$ cat src/rtl/tone_sequencer.sv
// Melody step sequencer: walks a packed tone table and drives the tone-divider
// select plus an audible gate, with per-step beat duration and trailing gap.
//
// state | meaning
// IDLE  | waiting for start; outputs at rest values
// PLAY  | holding current step tone for (dur+1) beats
// GAP   | muted silence after a step, tone_sel held
module tone_sequencer #(
  parameter int CLK_HZ      = 100000000,
  parameter int BEAT_CYCLES = 25000000,
  parameter int GAP_CYCLES  = 2500000,
  parameter int NUM_STEPS   = 8,
  parameter logic [5*NUM_STEPS-1:0] PATTERN = 40'h0044318820
) (
  input  logic       clk,
  input  logic       rst,
  input  logic       start,
  input  logic       stop,
  input  logic       loop,
  output logic [1:0] tone_sel,
  output logic       tone_en,
  output logic       busy,
  output logic [3:0] step_idx,
  output logic       done
);

  localparam int PLAY_MAX = 4 * BEAT_CYCLES;
  localparam int CNT_MAX  = (PLAY_MAX > GAP_CYCLES) ? PLAY_MAX : GAP_CYCLES;
  localparam int CNT_W    = $clog2(CNT_MAX + 1);
  localparam logic [3:0] LAST_STEP = 4'(NUM_STEPS - 1);
  localparam logic [CNT_W-1:0] GAP_LOAD = CNT_W'((GAP_CYCLES > 0) ? GAP_CYCLES - 1 : 0);

  typedef enum logic [1:0] {IDLE, PLAY, GAP} state_t;

  state_t           state;
  logic [CNT_W-1:0] cnt;
  logic [4:0]       steps [16];
  logic [3:0]       next_idx;
  logic [4:0]       next_step;
  logic             last;
  logic             advance;

  // Table padded to 16 entries so a 4-bit index always fits exactly.
  for (genvar g = 0; g < 16; g++) begin : g_steps
    if (g < NUM_STEPS) begin : g_used
      assign steps[g] = PATTERN[5*g +: 5];
    end else begin : g_unused
      assign steps[g] = 5'd0;
    end
  end

  function automatic logic [CNT_W-1:0] play_len(input logic [1:0] dur);
    return CNT_W'((int'(dur) + 1) * BEAT_CYCLES - 1);
  endfunction

  always_comb begin
    last      = (step_idx == LAST_STEP);
    next_idx  = last ? 4'd0 : step_idx + 4'd1;
    next_step = steps[next_idx];
    advance   = (cnt == '0) &&
                ((state == GAP) || ((state == PLAY) && (GAP_CYCLES == 0)));
  end

  always_ff @(posedge clk) begin
    done <= 1'b0;
    if (rst || stop) begin
      state    <= IDLE;
      cnt      <= '0;
      tone_sel <= 2'd0;
      tone_en  <= 1'b0;
      busy     <= 1'b0;
      step_idx <= 4'd0;
    end else if (advance) begin
      if (last && !loop) begin
        state    <= IDLE;
        cnt      <= '0;
        tone_sel <= 2'd0;
        tone_en  <= 1'b0;
        busy     <= 1'b0;
        step_idx <= 4'd0;
        done     <= 1'b1;
      end else begin
        state    <= PLAY;
        step_idx <= next_idx;
        tone_sel <= next_step[1:0];
        tone_en  <= ~next_step[4];
        cnt      <= play_len(next_step[3:2]);
      end
    end else begin
      case (state)
        IDLE: begin
          if (start) begin
            state    <= PLAY;
            busy     <= 1'b1;
            step_idx <= 4'd0;
            tone_sel <= steps[0][1:0];
            tone_en  <= ~steps[0][4];
            cnt      <= play_len(steps[0][3:2]);
          end
        end
        PLAY: begin
          if (cnt != '0) begin
            cnt <= cnt - 1'b1;
          end else begin
            // Only reached with a nonzero gap; zero-gap ends go through advance.
            state   <= GAP;
            tone_en <= 1'b0;
            cnt     <= GAP_LOAD;
          end
        end
        GAP: begin
          cnt <= cnt - 1'b1;
        end
        default: begin
          state <= IDLE;
          cnt   <= '0;
          busy  <= 1'b0;
        end
      endcase
    end
  end

endmodule

$ cat config.mk
export PLATFORM = sky130hd
export DESIGN_NAME = tone_sequencer
export DESIGN_NICKNAME = d
export VERILOG_FILES = /design/src/rtl/tone_sequencer.sv
export SDC_FILE = /design/constraint.sdc
export NUM_CORES = 1
export LEC_CHECK = 0
export CAP_MARGIN = 20
export CORE_ASPECT_RATIO = 1.1
export CORE_MARGIN = 4
export CORE_UTILIZATION = 35
export DETAILED_ROUTE_END_ITERATION = 10
export PLACE_DENSITY_LB_ADDON = 0.2
export SYNTH_ARGS = -nofsm -noshare
export SYNTH_HDL_FRONTEND = slang
export SYNTH_SLANG_ARGS = --single-unit
export TNS_END_PERCENT = 30
$ cat constraint.sdc
create_clock -name clk -period 5.5 [get_ports clk]
set_input_delay 1.65 -clock clk [delete_from_list [all_inputs] [get_ports clk]]
set_output_delay 1.65 -clock clk [all_outputs]
set_load 0.02 [all_outputs]
==> run metrics, run 1 <==
P per Cell Area=253 nW/um^2; Startpoint Class=input port; die height=98.8 um; Ports=14; Rows=32; dpl cells=401; post-synth top area cell=dfxtp_1; DRT Pass-1 Iters=4; Power Total=0.716 mW; post-route insts no fill=407; vias in the first global route=2,423; Total Routing Usage GR=0.167; critical path, cell by cell=clkdlybuf4s50_1 > nor2b_1 > or3_1 > a21oi_1 > o21ai_0 > a21oi_2; syn avg cell area=8.04 um^2; Worst Clk Skew=0.00606 ns; Net Sw Frac=0.361; Post-CTS Setup Repair Bufs=0; cts repair resizes=0; Antenna Diode Count=0; Yosys top cell area share=0.290; clock tree from TritonCTS=built; TNS Setup=0 ns; CTS clk-pin slew, worst paths=0.08 ns; CP Capture Type=flop; sequential area share after synthesis=0.290; CTS Hold Bufs=0; Final min period=3.67 ns; slew margin rel.=0.249; fin. max-slew vios=0; Nets=335; total die area=8940 um^2; MaxCap Viol Count=0; maximum fanout along the worst path=13; Synth Instances=326; Starting Density=0.366; Internal=0.457 mW; Post-Route WL=7280 um; GP Congestion=0.852; wire length of the first global-routing pass=12,200 um; Critical-path top delay cell=a21oi_1; die width=90.5 um; Fin. Hold Viols=0; Worst-Skew Late Latency=0.29 ns; crit path buf inv count=1; Area Growth Syn to Fin=8.02%; pin count of the biggest net entering global routing=28; DRT iter0 DRCs=197; final instance area=2830 um^2; Detail Placement HPWL=5070 um; Post-synth EDFFs=0; share of layout cells above drive strength 1=0.0963; crit path DAT=3.89 ns; LEAKAGE=0.957 nW; detailed-route via count=2,542; slowest stage delay, CP=0.76 ns; slew of the pin with the lowest slew margin=1.12 ns; ys async rst share=0; worst endpoint required time=5.72 ns; Root Driver=clkbuf_8; synth warn=0; core area=7170 um^2; Avg Vias per Cell=6.25; area of the mapped netlist=2620 um^2; #FFs+latches synth=38; GRT Residual Overflow=0; status=finished, final reports clean; NetSw=0.259 mW; Num Clock Sinks=38; count of cell types in the netlist=57; IO buf count=13; Final setup violation count=0; critical path class=input port to flop; HP Class=flop to flop; RSZ-0062 raised after global routing=no; DRC violations left=0; Reg power frac=0.427; cell area after placement=2750 um^2; clock share of power=0.275; per-cell routed wire length=17.9 um; Worst VDD drop=0.000113 V; Max Clk Rate=272 MHz; combinational share of power=0.298; H-Tree Level Count=2; Fin Hold WS=0.471 ns; antenna-violating nets left=0; top cells by area, synth=dfxtp_1, a21oi_1, nand2_1, ha_1, nor4_4; initial antenna violation count=0; Final period util=0.667; total CTS buffers=5; Mapped Nets=338; dominant synthesized flop cell=dfxtp_1; delay-heaviest family, CP=compound AO/OA/AOI/OAI gates; CTS Buffer Depth=2
## synth_stat cells (2+ instances only)
master	number
dfxtp_1	38
a21oi_1	36
nand2_1	25
nor2_1	20
o21ai_0	16
nand3_1	15
clkbuf_1	11
inv_1	9
o31ai_1	9
nor3_1	8
nor4_1	8
or3_1	8
a211oi_1	7
ha_1	7
xnor2_1	7
buf_2	6
or4_1	6
o211ai_1	5
o21a_1	5
o31a_1	5
a21oi_2	4
a31oi_1	4
and4_1	4
nand4_1	4
nor4_4	4
o22ai_1	4
or2_2	4
a21o_1	3
a22oi_1	3
a311oi_1	3
buf_1	3
nand4b_1	3
buf_4	2
nand2b_1	2
nand3_2	2
nor2b_1	2
nor3b_1	2
o311a_1	2
xor2_1	2
## through the flow
step	setup slack, ns	util
floorplan	2.66	-
global placement	1.62	0.384
detailed placement	1.58	0.384
CTS	1.88	0.395
global route	1.56	0.395
finish	1.83	0.395
## layout make-up
| cell class | count | area, um^2 |
|---|---|---|
| Sequential cell | 38 | 761 |
| Multi-Input combinational cell | 256 | 1720 |
| Inverter | 9 | 33.8 |
| Clock buffer | 6 | 82.6 |
| Tap cell | 85 | 106 |
| Timing Repair Buffer | 13 | 130 |
| Fill cell | 727 | 4340 |
## layout by cell type (no fill, tap or decap), drive strengths merged, types with 2 or more instances in the layout
cell type	instances
a21oi	41
dfxtp	38
nand2	26
nor2	21
nand3	17
o21ai	16
clkdlybuf4s50	13
nor4	13
inv	9
o31ai	9
nor3	9
or3	8
a211oi	8
xnor2	7
ha	7
or4	6
clkbuf	6
o21a	5
o31a	5
o211ai	5
and4	4
nand4	4
or2	4
a31oi	4
o22ai	4
a22oi	4
a311oi	3
nand4b	3
a21o	3
nor3b	3
nand2b	2
nor2b	2
xor2	2
o311a	2
nor4b	2
## routing by layer
metal,part of all wire,wire length (um),track usage,vias up
met3,0.061,441,0.0313,13
met4,0.023,167,0.0648,0
li1,-,-,-,1227
met1,0.47,3410,0.230,1213
met5,0,0,0,-
met2,0.45,3260,0.259,89
## kinds of logic (layout without fill, tap and decap cells)
family,after synthesis,count (layout),synth area share
compound gates,115,115,0.293
buf+inv,32,28,0.0544
fa+ha+maj,7,7,0.0334
simple gates,125,125,0.299
xor+xnor,9,9,0.0301
flops,38,38,0.290
## registers in the layout, indices dropped and copies added (netlist names)
signal	flops
cnt	27
step_idx	4
state	2
tone_sel	2
busy	1
done	1
tone_en	1
## power groups by stage
| stage | Sequential [mW] | Combinational (mW) | Clock, mW |
|---|---|---|---|
| 6_report | 0.306 | 0.213 | 0.197 |
| 5_1_grt | 0.308 | 0.236 | 0.214 |
| 4_1_cts | 0.306 | 0.210 | 0.204 |
| 3_5_place_dp | 0.312 | 0.209 | 0 |
| 3_3_place_gp | 0.312 | 0.209 | 0 |
| 2_1_floorplan | 0.306 | 0.169 | 0 |
## worst reg2reg max path: cells and delay by family (launching register included)
kind               cells  cell delay (ns)
AOI/OAI and AO/OA      2             0.51
DFF                    1             0.40
and+or+nand+nor        3             2.03
## final timing paths
| path | startpoint | endpoint | depth (start not counted) | slack (ns) |
|---|---|---|---|---|
| hold reg to reg | tone_sel[0] | tone_sel[0] | 2 | 0.47 |
| setup reg to reg | cnt[4] | cnt[23] | 5 | 2.48 |
| hold / removal | tone_sel[0] | tone_sel[0] | 2 | 0.47 |
| setup / recovery | start | cnt[5] | 6 | 1.83 |
(Power assumes the default switching activity.)
==> run 2, diff against run 1 <==
- clock period: 5.5 -> 3.4 ns (I/O delays scaled with it)
==> run 2 against run 1 <==
Compared with the run above:
- first-iteration DRC count decreased by 10%
- clock skew grew 0.0048 ns
- die area is the same
- cell count grew 2.5%
- hold slack got worse by 0.0075 ns
- design area grew 2.7%
- worst setup slack got worse by 1.1 ns
- largest cell class unchanged
- non-clock buffer count is 10 higher
- sequential cell count did not move
- highest routed layer unchanged
- clock power grew 66%
==> run metrics, run 2 (same netlist as run 1, synthesis figures left out) <==
Ports=14 (unchanged); DRC violations left=0 (unchanged); MaxCap Viol Count=0 (unchanged); FILL cells=774 (+6.5%); Reg-to-Reg End=cnt[26]; Startpoint Class=input port; slew margin rel.=0.456 (+0.206); worst endpoint required time=3.62 ns (-2.10 ns); core area=7170 um^2 (unchanged); NetSw=0.429 mW (+66%); initial antenna violation count=0 (unchanged); TNS Setup=0 ns (unchanged); Rows=32 (unchanged); Max Clk Rate=379 MHz; Fin. Hold Viols=0 (unchanged); DRT Pass-1 Iters=4 (unchanged); most flop-heavy register=cnt; maximum fanout along the worst path=8 (-5); detailed-route via count=2,549 (+0.28%); LEAKAGE=1.01 nW (+5.3%); per-cell routed wire length=18.3 um (+2.2%); R2R setup slack=0.93 ns (-1.55 ns); Num Clock Sinks=38 (unchanged); Root Driver=clkbuf_8; RSZ-0062 raised after global routing=no; wire length of the first global-routing pass=12,800 um (+4.9%); P per Cell Area=407 nW/um^2 (+61%); slew of the pin with the lowest slew margin=0.817 ns (-0.305 ns); Post-CTS Setup Repair Bufs=0 (unchanged); DRT iter0 DRCs=177 (-10%); WHS Path Cells=2 (unchanged); Hold Path End=tone_sel[0]; critical path class=input port to flop; combinational share of power=0.301 (+0.003); Net Sw Frac=0.363 (+0.00183); vias in the first global route=2,480 (+2.4%); Worst-Skew Late Latency=0.30 ns (about the same); Detail Placement HPWL=5400 um (+6.7%); cell area after placement=2820 um^2 (+2.7%); die width=90.5 um (unchanged); Avg Vias per Cell=6.11 (-2.1%); pin count of the biggest net entering global routing=28 (unchanged); Post-Route WL=7620 um (+4.7%); CTS Hold Bufs=0 (unchanged); Total Routing Usage GR=0.178 (+0.0105); CTS clk-pin slew, worst paths=0.08 ns (about the same); clock share of power=0.278 (+0.003); reg2reg start=cnt[8]; GP Congestion=0.908 (+6.6%); Antenna Diode Count=0 (unchanged); antenna-violating nets left=0 (unchanged); Final min period=2.64 ns; HP Class=flop to flop; most common cell after layout, fill and taps aside=dfxtp_1; Starting Density=0.366 (unchanged); Worst VDD drop=0.000224 V (+99%); cts repair resizes=0 (unchanged); fin util=0.406 (+0.0105); CP Capture Type=flop; die height=98.8 um (unchanged); clock tree from TritonCTS=built; final instance area=2910 um^2 (+2.7%); share of layout cells above drive strength 1=0.123 (+0.0272); largest registers in the final layout=cnt (27), step_idx (4); Internal=0.752 mW (+64%); Nets=345 (+3.0%); total CTS buffers=5 (unchanged); hold path start=tone_sel[0]; fin. max-slew vios=0 (unchanged); most frequent cells in the layout=dfxtp_1, a21oi_1, nand2_1; Reg power frac=0.421 (-0.006); Area Growth Syn to Fin=10.9%; max reg flops=27 (unchanged); total die area=8940 um^2 (unchanged); H-Tree Level Count=2 (unchanged); Final period util=0.777; IO buf count=13 (unchanged); GRT Residual Overflow=0 (unchanged); crit path DAT=2.86 ns (-1.03 ns); CTS Buffer Depth=2 (unchanged); Final setup violation count=0 (unchanged); status=finished, final reports clean; worst r2r path cells=7 (+2); Worst Clk Skew=0.0109 ns (+0.00483 ns)
run 2: critical path, cell delays in order:
cell             delay [ns]
clkdlybuf4s50_1        0.53
nor2b_1                0.08
or3_1                  0.31
a21oi_1                0.64
a211oi_1               0.10
a21oi_1                0.18
run 2: power groups by stage:
stage,logic [mW],registers (mW),clock network (mW)
2_1_floorplan,0.273,0.494,0
3_3_place_gp,0.352,0.506,0
3_5_place_dp,0.353,0.507,0
4_1_cts,0.356,0.497,0.336
5_1_grt,0.400,0.501,0.351
6_report,0.356,0.497,0.328
run 2: per-layer routing:
| metal | up-vias | GRT usage | wire [um] | share of wire |
|---|---|---|---|---|
| met4 | 0 | 0.0577 | 69 | 0.0091 |
| met5 | - | 0 | 0 | 0 |
| li1 | 1248 | - | - | - |
| met2 | 53 | 0.287 | 3750 | 0.49 |
| met1 | 1242 | 0.244 | 3470 | 0.45 |
| met3 | 6 | 0.0252 | 331 | 0.043 |
run 2: worst max path at each step:
stage | cells past startpoint | slack, ns | end | startpoint
detailed placement | 6 | 0.45 | cnt[22] | start
global route | 6 | 0.57 | cnt[7] | start
global placement | 6 | 0.46 | cnt[24] | start
floorplan | 6 | 1.19 | cnt[5] | start
finish | 6 | 0.76 | cnt[22] | start
CTS | 6 | 0.76 | cnt[22] | start
run 2: stage by stage:
| stage | hold slack [ns] | worst slack [ns] | instances | power, mW |
|---|---|---|---|---|
| 3_3_place_gp | 0.442 | 0.457 | 411 | 0.859 |
| 6_report | 0.463 | 0.759 | 417 | 1.18 |
| 2_1_floorplan | 0.452 | 1.19 | 326 | 0.768 |
| 3_5_place_dp | 0.451 | 0.450 | 411 | 0.860 |
| 5_1_grt | 0.497 | 0.572 | 417 | 1.25 |
| 4_1_cts | 0.469 | 0.760 | 417 | 1.19 |
run 2: layout make-up:
type | instances | area [um^2] | area share
timing repair buffer | 23 | 205 | 0.0706
multi-input combinational | 256 | 1720 | 0.591
tap | 85 | 106 | 0.0366
clock buffer | 6 | 82.6 | 0.0284
sequential | 38 | 761 | 0.262
inverter | 9 | 33.8 | 0.0116
==> run 3, diff against run 2 <==
- clock period: 3.4 -> 2.49 ns (I/O delays scaled with it)
==> run 3 against run 2 <==
Compared with the run above:
- non-clock buffer count increased by 17
- first-iteration DRC count is 12% higher
- clock power grew 41%
- count of clock-buffer cells in the layout is 1 higher
- cell count rose by 4.6%
- hold slack got worse by 0.0032 ns
- critical path depth stayed put
- combinational power increased by 56%
- global-route usage grew 0.33 points
- largest power group unchanged
==> run metrics, run 3 (same netlist as run 1, synthesis figures left out) <==
status=finished, final reports clean; Rows=32 (unchanged); Antenna Diode Count=0 (unchanged); WHS Path Cells=2 (unchanged); GP Congestion=0.880 (-3.1%); most common cell after layout, fill and taps aside=dfxtp_1; crit path buf inv count=1 (unchanged); Final period util=0.928; IO buf count=13 (unchanged); share of layout cells above drive strength 1=0.168 (+0.0446); Num Clock Sinks=38 (unchanged); Fin. Hold Viols=0 (unchanged); Final min period=2.31 ns; MaxCap Viol Count=0 (unchanged); Starting Density=0.366 (unchanged); Avg Vias per Cell=6.01 (-1.6%); Power Total=1.69 mW (+43%); Root Driver=clkbuf_8; Critical-path top delay cell=and4_1; H-Tree Level Count=2 (unchanged); core area=7170 um^2 (unchanged); crit path DAT=2.55 ns (-0.31 ns); slowest stage delay, CP=0.55 ns (-0.09 ns); LEAKAGE=1.10 nW (+8.9%); R2R setup slack=0.18 ns (-0.75 ns); detailed-route via count=2,622 (+2.9%); FILL cells=743 (-4.0%); RSZ-0062 raised after global routing=no; Ports=14 (unchanged); HP Class=flop to flop; slew margin rel.=0.611 (+0.155); maximum fanout along the worst path=9 (+1); initial antenna violation count=0 (unchanged); GRT Residual Overflow=0 (unchanged); pin count of the biggest net entering global routing=26 (-7.1%); delay-heaviest family, CP=simple AND/OR/NAND/NOR gates; Worst-Skew Late Latency=0.30 ns (about the same); Final setup violation count=0 (unchanged); vias in the first global route=2,540 (+2.4%); TNS Setup=0 ns (unchanged); Reg-to-Reg End=step_idx[0]; DRC violations left=0 (unchanged); Total Routing Usage GR=0.181 (+0.00326); die height=98.8 um (unchanged); max reg flops=27 (unchanged); CTS Buffer Depth=2 (unchanged); most flop-heavy register=cnt; DRT iter0 DRCs=199 (+12%); cts repair resizes=0 (unchanged); slew of the pin with the lowest slew margin=0.584 ns (-0.233 ns); Worst Clk Skew=0.00913 ns (-0.00176 ns); clock tree from TritonCTS=built; critical path, cell by cell=nor3_2 > and4_1 > buf_4 > nand2_2 > or3_1 > a21oi_1; worst endpoint required time=2.73 ns (-0.89 ns); Startpoint Class=flop; antenna-violating nets left=0 (unchanged); total CTS buffers=5 (unchanged); Area Growth Syn to Fin=16.6%; Post-CTS Setup Repair Bufs=0 (unchanged); Worst VDD drop=0.000203 V (-9.3%); total die area=8940 um^2 (unchanged); fin. max-slew vios=0 (unchanged); Nets=362 (+4.9%); critical path class=flop to flop; largest registers in the final layout=cnt (27), step_idx (4); P per Cell Area=553 nW/um^2 (+36%); most frequent cells in the layout=dfxtp_1, a21oi_1, buf_4; CP Capture Type=flop; die width=90.5 um (unchanged); Detail Placement HPWL=5760 um (+6.6%); CTS Hold Bufs=0 (unchanged); CTS clk-pin slew, worst paths=0.08 ns (about the same); reg2reg start=cnt[16]; Post-Route WL=7850 um (+3.0%); Max Clk Rate=433 MHz; hold path start=tone_sel[0]; worst r2r path cells=6 (-1); wire length of the first global-routing pass=13,000 um (+1.5%); Hold Path End=tone_sel[0]; number of cells on the critical path=6 (unchanged); per-cell routed wire length=18.0 um (-1.4%); DRT Pass-1 Iters=4 (unchanged)
run 3: worst max path at each step:
stage / start / end / slack (ns)
2_1_floorplan: state[0] / cnt[5] / 0.41
3_3_place_gp: start / cnt[26] / 0.03
3_5_place_dp: start / cnt[26] / 0.02
4_1_cts: cnt[1] / cnt[25] / 0.16
5_1_grt: cnt[1] / cnt[25] / 0.03
6_report: cnt[16] / step_idx[0] / 0.18
run 3: report_power, final:
group,switching [mW],internal (mW)
logic,0.331,0.222
registers,0.0419,0.633
clock network,0.239,0.224
run 3: routing by layer:
layer	global-route usage	wire length, um	vias up
li1	-	-	1283
met1	0.235	3660	1278
met2	0.305	3840	48
met3	0.0260	173	13
met4	0.0660	178	0
met5	0	0	-
run 3: through the flow:
step                worst slack, ns  hold WS (ns)   util  instances  instance area (um^2)
CTS                           0.162         0.469  0.426        436                  3060
detailed placement           0.0239         0.452  0.414        428                  2960
global placement             0.0259         0.442  0.414        428                  2960
global route                 0.0322         0.488  0.426        436                  3060
finish                        0.179         0.460  0.426        436                  3060
floorplan                     0.408         0.452      -        326                  2620
run 3: worst min-delay path: cells and delay by family (launching register included):
kind,cells,cell delay [ns]
flip-flops,1,0.32
AND/OR/NAND/NOR,1,0.05
AO/OA/AOI/OAI,1,0.05
run 3: cell type report:
type	instances	area (um^2)	area share
Multi-Input combinational cell	256	1720	0.562
Sequential cell	38	761	0.249
Timing Repair Buffer	40	345	0.113
Tap cell	85	106	0.0348
Clock buffer	7	86.3	0.0283
Inverter	9	33.8	0.0111
Clock inverter	1	5.00	0.00164
